## src/rtl/cpu_mem_arbiter.sv

```systemverilog
`default_nettype none
`timescale 1ns/1ps
// ============================================================================
// Module   : cpu_mem_arbiter
// Purpose  : Merges the core's fetch and data ports onto one variable-latency
//            memory port. It has fixed data priority, a bus timeout and a
//            sticky error flag. Defining CPU_MEM_ARB_FETCH_BUF_EN adds a
//            one-entry fetch buffer.
// Revision : 1.0 - initial release
// ============================================================================
module cpu_mem_arbiter #(
    parameter int ADDR_W         = 32,
    parameter int DATA_W         = 32,
    parameter int TIMEOUT_CYCLES = 255
) (
    input  logic              clk,
    input  logic              rst,
    input  logic              if_req,
    input  logic [ADDR_W-1:0] if_addr,
    output logic [DATA_W-1:0] if_rdata,
    output logic              if_ready,
    input  logic              d_req,
    input  logic              d_we,
    input  logic [ADDR_W-1:0] d_addr,
    input  logic [DATA_W-1:0] d_wdata,
    output logic [DATA_W-1:0] d_rdata,
    output logic              d_ready,
    output logic              mem_re,
    output logic              mem_we,
    output logic [ADDR_W-1:0] mem_addr,
    output logic [DATA_W-1:0] mem_wdata,
    input  logic [DATA_W-1:0] mem_rdata,
    input  logic              mem_ack,
    output logic              bus_err
);

    localparam int                CNT_W        = $clog2(TIMEOUT_CYCLES + 1);
    localparam logic [CNT_W-1:0]  c_TMO_LAST   = CNT_W'(TIMEOUT_CYCLES - 1);
    localparam logic [CNT_W-1:0]  c_CNT_ONE    = CNT_W'(1);
    localparam logic [DATA_W-1:0] c_ABORT_DATA = DATA_W'(32'hDEAD_BEEF);

    typedef enum logic [1:0] {
        S_IDLE = 2'd0,
        S_BUSY = 2'd1,
        S_DONE = 2'd2
    } state_t;

    state_t              r_state;
    logic                r_owner_d;
    logic [CNT_W-1:0]    r_cnt;
    logic [DATA_W-1:0]   r_if_rdata;
    logic [DATA_W-1:0]   r_d_rdata;
    logic                r_if_ready;
    logic                r_d_ready;
    logic                r_mem_re;
    logic                r_mem_we;
    logic [ADDR_W-1:0]   r_mem_addr;
    logic [DATA_W-1:0]   r_mem_wdata;
    logic                r_bus_err;
    logic                w_fetch_hit;
    logic [DATA_W-1:0]   w_buf_data;

    assign if_rdata  = r_if_rdata;
    assign d_rdata   = r_d_rdata;
    assign if_ready  = r_if_ready;
    assign d_ready   = r_d_ready;
    assign mem_re    = r_mem_re;
    assign mem_we    = r_mem_we;
    assign mem_addr  = r_mem_addr;
    assign mem_wdata = r_mem_wdata;
    assign bus_err   = r_bus_err;

`ifdef CPU_MEM_ARB_FETCH_BUF_EN
    logic                r_buf_valid;
    logic [ADDR_W-1:0]   r_buf_tag;
    logic [DATA_W-1:0]   r_buf_data;

    assign w_fetch_hit = r_buf_valid && (if_addr == r_buf_tag);
    assign w_buf_data  = r_buf_data;

    // Invalidate on a store to the tag at issue time, so a later fetch re-reads memory.
    always_ff @(posedge clk or negedge rst) begin
        if (!rst) begin
            r_buf_valid <= 1'b0;
            r_buf_tag   <= '0;
            r_buf_data  <= '0;
        end else if (r_state == S_IDLE && d_req && d_we && d_addr == r_buf_tag) begin
            r_buf_valid <= 1'b0;
        end else if (r_state == S_BUSY && !r_owner_d) begin
            if (mem_ack) begin
                r_buf_valid <= 1'b1;
                r_buf_tag   <= r_mem_addr;
                r_buf_data  <= mem_rdata;
            end else if (r_cnt == c_TMO_LAST) begin
                r_buf_valid <= 1'b0;
            end
        end
    end
`else
    assign w_fetch_hit = 1'b0;
    assign w_buf_data  = '0;
`endif

    always_ff @(posedge clk or negedge rst) begin
        if (!rst) begin
            r_state     <= S_IDLE;
            r_owner_d   <= 1'b0;
            r_cnt       <= '0;
            r_if_rdata  <= '0;
            r_d_rdata   <= '0;
            r_if_ready  <= 1'b0;
            r_d_ready   <= 1'b0;
            r_mem_re    <= 1'b0;
            r_mem_we    <= 1'b0;
            r_mem_addr  <= '0;
            r_mem_wdata <= '0;
            r_bus_err   <= 1'b0;
        end else begin
            case (r_state)
                S_IDLE: begin
                    if (d_req) begin
                        r_mem_addr  <= d_addr;
                        r_mem_wdata <= d_wdata;
                        r_mem_re    <= ~d_we;
                        r_mem_we    <= d_we;
                        r_owner_d   <= 1'b1;
                        r_state     <= S_BUSY;
                    end else if (if_req) begin
                        r_owner_d <= 1'b0;
                        if (w_fetch_hit) begin
                            r_if_rdata <= w_buf_data;
                            r_if_ready <= 1'b1;
                            r_state    <= S_DONE;
                        end else begin
                            r_mem_addr <= if_addr;
                            r_mem_re   <= 1'b1;
                            r_state    <= S_BUSY;
                        end
                    end
                end
                S_BUSY: begin
                    if (mem_ack) begin
                        r_mem_re <= 1'b0;
                        r_mem_we <= 1'b0;
                        if (r_owner_d) begin
                            if (r_mem_re) begin
                                r_d_rdata <= mem_rdata;
                            end
                            r_d_ready <= 1'b1;
                        end else begin
                            r_if_rdata <= mem_rdata;
                            r_if_ready <= 1'b1;
                        end
                        r_state <= S_DONE;
                    end else if (r_cnt == c_TMO_LAST) begin
                        r_mem_re  <= 1'b0;
                        r_mem_we  <= 1'b0;
                        r_bus_err <= 1'b1;
                        if (r_owner_d) begin
                            r_d_rdata <= c_ABORT_DATA;
                            r_d_ready <= 1'b1;
                        end else begin
                            r_if_rdata <= c_ABORT_DATA;
                            r_if_ready <= 1'b1;
                        end
                        r_state <= S_DONE;
                    end else begin
                        r_cnt <= r_cnt + c_CNT_ONE;
                    end
                end
                S_DONE: begin
                    r_if_ready <= 1'b0;
                    r_d_ready  <= 1'b0;
                    r_cnt      <= '0;
                    r_state    <= S_IDLE;
                end
                default: begin
                    r_state <= S_IDLE;
                end
            endcase
        end
    end

endmodule
`default_nettype wire

```

## config.mk

```make
export PLATFORM = sky130hd
export DESIGN_NAME = cpu_mem_arbiter
export DESIGN_NICKNAME = d
export VERILOG_FILES = /design/src/rtl/cpu_mem_arbiter.sv
export SDC_FILE = /design/constraint.sdc
export NUM_CORES = 1
export LEC_CHECK = 0
export ABC_AREA = 1
export BUFFER_PORTS_ARGS = -buffer_cell sky130_fd_sc_hd__buf_4
export CAP_MARGIN = 15
export CELL_PAD_IN_SITES_DETAIL_PLACEMENT = 0
export CELL_PAD_IN_SITES_GLOBAL_PLACEMENT = 2
export CORE_MARGIN = 5
export CORE_UTILIZATION = 24
export DETAILED_ROUTE_END_ITERATION = 6
export PLACE_DENSITY = 0.86
export SLEW_MARGIN = 20
export SYNTH_ARGS = -nofsm -noshare
export SYNTH_HDL_FRONTEND = slang
export SYNTH_SLANG_ARGS = --single-unit
```

## constraint.sdc

```tcl
create_clock -name clk -period 1.5 [get_ports clk]
set_input_delay 0.15 -clock clk [delete_from_list [all_inputs] [get_ports clk]]
set_output_delay 0.15 -clock clk [all_outputs]
set_load 0.01 [all_outputs]
```

Yosys cells after proc, flatten, opt, wreduce, memory -nomap -nowiden
Cells that the tools add are included.

storage, ports and cells
  bits in registers = 144
  output and inout bits = 133
  word-level logic and storage cells = 76
  input bits = 134

operators by class
  bitwise operators = 3
  muxes and demuxes = 36
  equality and inequality tests = 9
  $add $sub $neg = 1
  reduce and logical (&&, ||, !) cells = 15

operators by type and width
  cell                                            count
  2-to-1 mux 32 bit                               11
  2-to-1 mux 8 bit                                2
  one-hot mux 8 bit (2 select lines)              1
  AND reduction 3 bit                             5
  2-to-1 mux 1 bit                                13
  adder 8 x 1 -> 8 bit (second input constant)    1
  == test 8 bit (second input constant)           1
  2-to-1 mux 2 bit                                4
  one-hot mux 1 bit (2 select lines)              4
  AND reduction 2 bit                             4
  nonzero test 2 bit                              4
  != test 2 bit (second input constant)           3
  != test 3 bit (second input constant)           2
  one-hot mux 2 bit (2 select lines)              1
  AND reduction 4 bit                             1
  NOT 1 bit                                       3
  == test 2 x 1 -> 1 bit (second input constant)  1
  == test 2 bit (second input constant)           1
  logical NOT 2 bit                               1
  != test 2 x 1 -> 1 bit (second input constant)  1

Longest topological paths before layout
Gate-level depths: netlist of run 1.

  depth in word-level cells = 4
  mapped depth = 10
  mapped depth without buffers = 9

Least setup slack after synthesis of run 1
Ideal clock, no wire load.

  path type = register to register
  from = register r_cnt[0]
  to = register r_d_rdata[0], in the netlist d_rdata[0]
  cell stages (with the launch flop) = 11
  period minus slack after synthesis = 1.470 ns
  slack = 0.030 ns
  arrival time = 1.348 ns
  required time = 1.379 ns
  path buffers = 1
  cell sequence = dfrtp_1 -> inv_1 -> ha_1 -> inv_1 -> nor2_2 -> nand2_4 -> nand2_8 -> nand2_4 -> buf_6 -> nand2_1 -> o21ai_2

on the way
  word-level cells in the longest chain between the ends = 3

RTL lines
  element                        line  RTL
  start: declaration             50    logic [CNT_W-1:0] r_cnt;
  start signal: assignment       168   r_cnt <= r_cnt + c_CNT_ONE;
  == test 8 bit                  155   end else if (r_cnt == c_TMO_LAST) begin
  nonzero test 2 bit (no line)   -
  AND reduction 4 bit (no line)  -
  end signal: assignment         147   r_d_rdata <= mem_rdata;
  end signal: assignment         160   r_d_rdata <= c_ABORT_DATA;
  end: declaration               52    logic [DATA_W-1:0] r_d_rdata;

Every way passes these cells.
A chain may end at the register's enable or synchronous reset.

Worst setup path in the final report of run 1
  from = register r_state[1]
  to = register r_mem_addr[5], in the netlist mem_addr[5]

on the way
  word-level cells in the longest chain between the ends = 2

RTL lines
  element                        line  RTL
  start: declaration             48    state_t r_state;
  start signal: assignment       106   r_state <= S_IDLE;
  start signal: assignment       127   r_state <= S_BUSY;
  start signal: assignment       133   r_state <= S_DONE;
  logical NOT 2 bit              119   case (r_state)
  AND reduction 2 bit (no line)  -
  end signal: assignment         122   r_mem_addr <= d_addr;
  end signal: assignment         135   r_mem_addr <= if_addr;
  end: declaration               57    logic [ADDR_W-1:0] r_mem_addr;

Every way passes these cells.

==> results of run 1 <==
layer usage:
| metal | vias up | GRT usage, % | routed length [um] |
|---|---|---|---|
| li1 | 3237 | - | - |
| met1 | 3031 | 18.9 | 10400 |
| met2 | 244 | 23.6 | 11100 |
| met3 | 26 | 4.92 | 1950 |
| met4 | 0 | 4.78 | 411 |
| met5 | - | 0 | 0 |
through the flow:
step	worst slack, ps	hold slack, ps
detailed placement	-76.9	82.8
global placement	-70.5	81.9
finish	-12.1	20.5
CTS	2.31	0.0825
floorplan	30.4	-146
global route	-79.4	23.7
worst max-delay path, cell delays in order, from the launching register on:
cell,delay [ps]
dfrtp_1,390
inv_2,80
buf_6,100
ha_4,150
o21ai_2,60
inv_2,120
buf_12,150
clkbuf_16,150
nor2_2,30
a31oi_1,170
layout make-up:
class / count / area [um^2]
Tap cell: 341 / 427
Multi-Input combinational cell: 517 / 2720
Clock buffer: 18 / 439
Fill cell: 2614 / 15400
Clock inverter: 13 / 175
Timing Repair Buffer: 435 / 3900
Sequential cell: 144 / 3600
Inverter: 48 / 180
cells in the final DEF (no fill, tap or decap), types with 5 or more instances in the layout:
cell type / count
buf_6: 9
nand2_4: 8
o21ai_2: 33
nand2_1: 282
inv_6: 5
inv_2: 8
inv_1: 40
o21ai_0: 7
nor2_2: 22
buf_4: 297
buf_12: 11
a31oi_1: 32
clkbuf_16: 26
nand2_2: 22
dlygate4sd3_1: 105
nand3_1: 16
nor2_1: 33
dfrtp_1: 144
nor2_4: 10
nand4_1: 32
where the power goes:
| part | internal (mW) | switching [mW] |
|---|---|---|
| Clock | 2.69 | 1.83 |
| Sequential | 5.73 | 1.33 |
| Combinational | 5.43 | 5.31 |
| Total | 13.9 | 8.46 |
final timing paths:
path / startpoint / end / slack [ps]
max: r_state[1] / mem_addr[5] / -10
min: d_addr[10] / mem_addr[10] / 20
max reg2reg: r_state[1] / mem_addr[5] / -10
min reg2reg: if_ready / if_ready / 470
max in group asynchronous: rst / d_rdata[23] / 700
min in group asynchronous: rst / d_rdata[9] / 210
logic make-up (layout without fill, tap and decap cells):
family	after synthesis	in the layout	synth area share, %
flops	144	144	55.6
simple gates	432	432	27.7
fa+ha+maj	6	6	1.16
compound gates	79	79	8.72
buf+inv	91	514	6.83
timing repair:
| action | 4_1_cts | 5_1_grt |
|---|---|---|
| endpoints found under the hold margin | 199 | 0 |
| hold buffers | 105 | 0 |
| resized for setup | 3 | 101 |
| setup buffers | 2 | 6 |
| cloned | 1 | 10 |
| pin swaps | 1 | 6 |
| setup endpoints to repair | 48 | 114 |
registers in the layout (all words and copies together), names as in the netlist:
signal / flops
bus_err: 1
d_rdata: 32
d_ready: 1
if_rdata: 32
if_ready: 1
mem_addr: 32
mem_re: 1
mem_wdata: 32
mem_we: 1
r_cnt: 8
r_owner_d: 1
r_state: 2
==> results by group, run 1 <==
Global route
  – Antenna violations before repair: 0
  – Global Route Usage Sum: between 10% and 20%
  – Number of global-route vias before repair: ~6,600
  – Total global routing overflow: 0
  – Largest net degree at the start of global routing: 37
  – First-pass GRT wire length: approximately 36 mm

STA
  – Final Slew Violations: 0
  – Worst Slack Setup Final: -12.1 ps
  – Setup TNS: -12.1 ps
  – Endpoints failing hold: 0
  – Slew headroom: around three quarters
  – Layout Skew: 10.9 ps
  – Slew of the pin with the lowest slew margin: 389 ps
  – Final min period: around 1500 ps
  – Fmax achieved: between 0.6 and 0.7 GHz
  – RSZ-0062 raised after global routing: true
  – Final setup fails: 1
  – Crit share post-route: 101%

Logic synthesis
  – Sequential area share after synthesis: a little under three fifths
  – Post-synthesis cell type count: 28
  – FF+latch count, synth: between 100 and 150
  – Post-synth EDFFs: 0
  – Gate Count Post-Synth: 752
  – Total number of yosys warnings: 0
  – Async SR Flop Fraction: 100%
  – Cell area after synthesis: 6480 um^2
  – Post-Syn Area per Cell: ~8.6 um^2
  – Synth area leaders: dfrtp_1, nand2_1, o21ai_2, nor2_1, a31oi_1
  – Top_reg_cell synth: dfrtp_1
  – Commonest cells in the synthesized netlist: nand2_1, dfrtp_1, nor2_1, inv_1
  – Syn nets: 892
  – Top-count cell post-synth: nand2_1
  – Yosys top cell area share: 55.6%
  – Area leader, netlist: dfrtp_1

Placement
  – DP Cell Count: 1,361
  – Port bufs: 266
  – Post-DP Area: 9110 um^2
  – Post-DP HPWL: between 15 and 20 mm
  – GPL Wtd Cong: 0.780

Detailed routing
  – Initial detailed-routing violation count: around 400
  – Aggregate routed wire length: between 20 and 25 mm
  – DR vias: 6,538
  – Via/cell ratio: 4.31
  – First drt pass iteration count: 4
  – Wire per inst: 15.8 um
  – # DRC: 0
  – Routed Antenna Nets: 0

Clock tree
  – Clock slew at reported path FFs: 70 ps
  – Worst-skew pair later-pin latency: 410 ps
  – Num CTS Buffers: 17
  – Bufs on Longest Clock Path: 2
  – # clock sinks: ~140
  – H-tree depth: 4
  – Clock Tree Root: clkbuf_16
  – CTS tree: built

Layout
  – Layout Cells excl Fill: 1,516
  – Finished Core Util: 42.7%
  – Layout net count: 1,303
  – # diodes: 0
  – Post-route design area: 11,400 um^2
  – Layout cells sized above 1: 40.4%
  – Layout area overhead: 76.5%

Setup path
  – Worst EP arrival: 1830 ps
  – Worst endpoint required time: 1820 ps
  – Critical Path End Type: register
  – FF-to-FF path depth: 9
  – Crit-path max FO: 5
  – Critical path class: reg2reg
  – Startpoint types: register

Outcome
  – Status: finished, violations left
  – Failing checks: setup timing

Pwr
  – Leakage: 5.74 nW
  – Power Total: 22.3 mW
  – Peak supply drop: 778 uV
  – Power per Cell Area: 1950 nW/um^2

Hold path
  – Hold Crit Class: in2reg
  – Hold Crit Depth: 3

Floorplan
  – Die X: 174 um
  – Core area: 26,800 um^2
  – Die area: 30,400 um^2
  – Die Ht: 174 um
  – Initial Util: 24.2%
  – I/O pin total: 267
  – Num rows: 60

Run
  – Total of max-cap violations: 0
Power figures use the tool's default switching activity.
==> run 2, diff against run 1 <==
- RECOVER_POWER: unset -> 100
==> results by group, run 2 (same netlist as run 1, synthesis figures left out) <==
Outcome
  – Status: finished, violations left
  – Failing checks: setup timing

Placement
  – Port bufs: 266
  – Post-DP Area: 9110 um^2
  – Post-DP HPWL: about 16 mm
  – DP Cell Count: approximately 1,400
  – GPL Wtd Cong: 0.780
  – Setup WS pre-CTS: -76.9 ps

STA
  – Slew of the pin with the lowest slew margin: 960 ps
  – Hold slack: 10.2 ps
  – Worst Slack Setup Final: -3.84 ps
  – RSZ-0062 raised after global routing: true
  – Setup TNS: -3.84 ps
  – Endpoints failing hold: 0
  – Slew headroom: 36.0%
  – Fmax achieved: roughly 0.66 GHz
  – Final min period: 1500 ps
  – Final Slew Violations: 0
  – Layout Skew: 18.9 ps
  – Crit share post-route: 100%
  – Final setup fails: 1

Pwr
  – Switching Fraction: 40.3%
  – Reg power frac: between 30 and 40%
  – Int Power: 12.5 mW
  – Peak supply drop: just under 800 uV
  – Comb pwr share: 44.7%
  – Power per Cell Area: between 1500 and 2000 nW/um^2
  – Power Total: roughly 21 mW
  – Clock power share: 21.7%
  – NetSw: 8.40 mW
  – Leakage: 5.23 nW

Hold path
  – Hold Crit Start: d_addr[10]
  – Hold EP: mem_addr[10]
  – Hold Crit Class: in2reg
  – Hold Crit Depth: 3

Clock tree
  – Num CTS Buffers: 17
  – H-tree depth: 4
  – Clock slew at reported path FFs: 70 ps
  – Bufs on Longest Clock Path: 2
  – Worst-skew pair later-pin latency: 420 ps
  – Clock Tree Root: clkbuf_16
  – # clock sinks: between 100 and 150
  – CTS tree: built

Detailed routing
  – Wire per inst: between 15 and 20 um
  – DR vias: around 6,500
  – Via/cell ratio: 4.30
  – First drt pass iteration count: 4
  – Initial detailed-routing violation count: 389
  – # DRC: 0
  – Aggregate routed wire length: 23.9 mm
  – Routed Antenna Nets: 0

Setup path
  – Worst reg2reg setup slack: -4 ps
  – FF-to-FF Start: r_state[1]
  – Critical path class: reg2reg
  – Crit-path max FO: 5
  – Critical R2R Capture: mem_addr[5]
  – Worst endpoint required time: about 1800 ps
  – Worst EP arrival: 1830 ps
  – Critical Path End Type: register
  – FF-to-FF path depth: 9
  – Startpoint types: register

Floorplan
  – Die Ht: 174 um
  – Die area: roughly 30,000 um^2
  – Die X: 174 um
  – Core area: between 20,000 and 30,000 um^2
  – I/O pin total: 267
  – Num rows: 60
  – Initial Util: 24.2%

Layout
  – Layout area overhead: 68.2%
  – Layout cells sized above 1: 29.2%
  – Layout net count: 1,303
  – Layout Cells excl Fill: 1,516
  – # diodes: 0
  – Most common cell after layout, fill and taps aside: nand2_1
  – Finished Core Util: 40.7%
  – Post-route design area: between 10,000 and 15,000 um^2
  – Most frequent cells in the layout: nand2_1, buf_4, dfrtp_1

Global route
  – Global Route Usage Sum: 14.8%
  – First-pass GRT wire length: 36.1 mm
  – Number of global-route vias before repair: 6,583
  – Largest net degree at the start of global routing: 37
  – Total global routing overflow: 0
  – Antenna violations before repair: 0

Run
  – Total of max-cap violations: 0
## run 2: area by class of cell
type                            instances  area (um^2)
Clock buffer                           18          439
Clock inverter                         13          175
Fill cell                            2734        15900
Inverter                               48          180
Multi-Input combinational cell        517         2720
Sequential cell                       144         3600
Tap cell                              341          427
Timing Repair Buffer                  435         3360
## run 2: per-layer routing
| metal | up-vias | routed length, um | global-route usage (%) |
|---|---|---|---|
| met3 | 22 | 1810 | 4.92 |
| li1 | 3231 | - | - |
| met1 | 3028 | 10500 | 18.9 |
| met5 | - | 0 | 0 |
| met2 | 242 | 11000 | 23.6 |
| met4 | 0 | 460 | 4.78 |
## run 2: power groups by stage
stage	clock network (mW)	logic, mW	registers [mW]
2_1_floorplan	0	3.58	7.55
3_3_place_gp	0	9.08	6.86
3_5_place_dp	0	9.16	6.89
4_1_cts	4.67	9.59	6.86
5_1_grt	4.83	10.3	7.24
6_report	4.52	9.33	7.01
## run 2: worst max-delay path by stage
stage / startpoint / endpoint / cells past startpoint
after floorplan: r_cnt[0] / d_rdata[0] / 10
after global placement: r_state[0] / mem_addr[15] / 7
after detailed placement: r_state[0] / mem_addr[14] / 7
after CTS: r_state[1] / d_rdata[9] / 8
after global routing: r_state[1] / d_rdata[9] / 8
final: r_state[1] / mem_addr[5] / 9
## run 2: worst max-delay path, cell delays in order, from the launching register on
cell and delay [ps]:
dfrtp_1 390, inv_2 80, buf_6 100, ha_4 150
o21ai_2 60, inv_2 120, buf_12 150, clkbuf_16 150
nor2_2 30, a31oi_1 170
## run 2: repair_timing
item / CTS / global route
setup endpoints to repair: 48 / 114
gates cloned: 1 / 10
pin swaps: 1 / 6
endpoints found under the hold margin: 199 / 0
gates resized for setup: 3 / 101
hold buffers: 105 / 0
setup buffers: 2 / 6
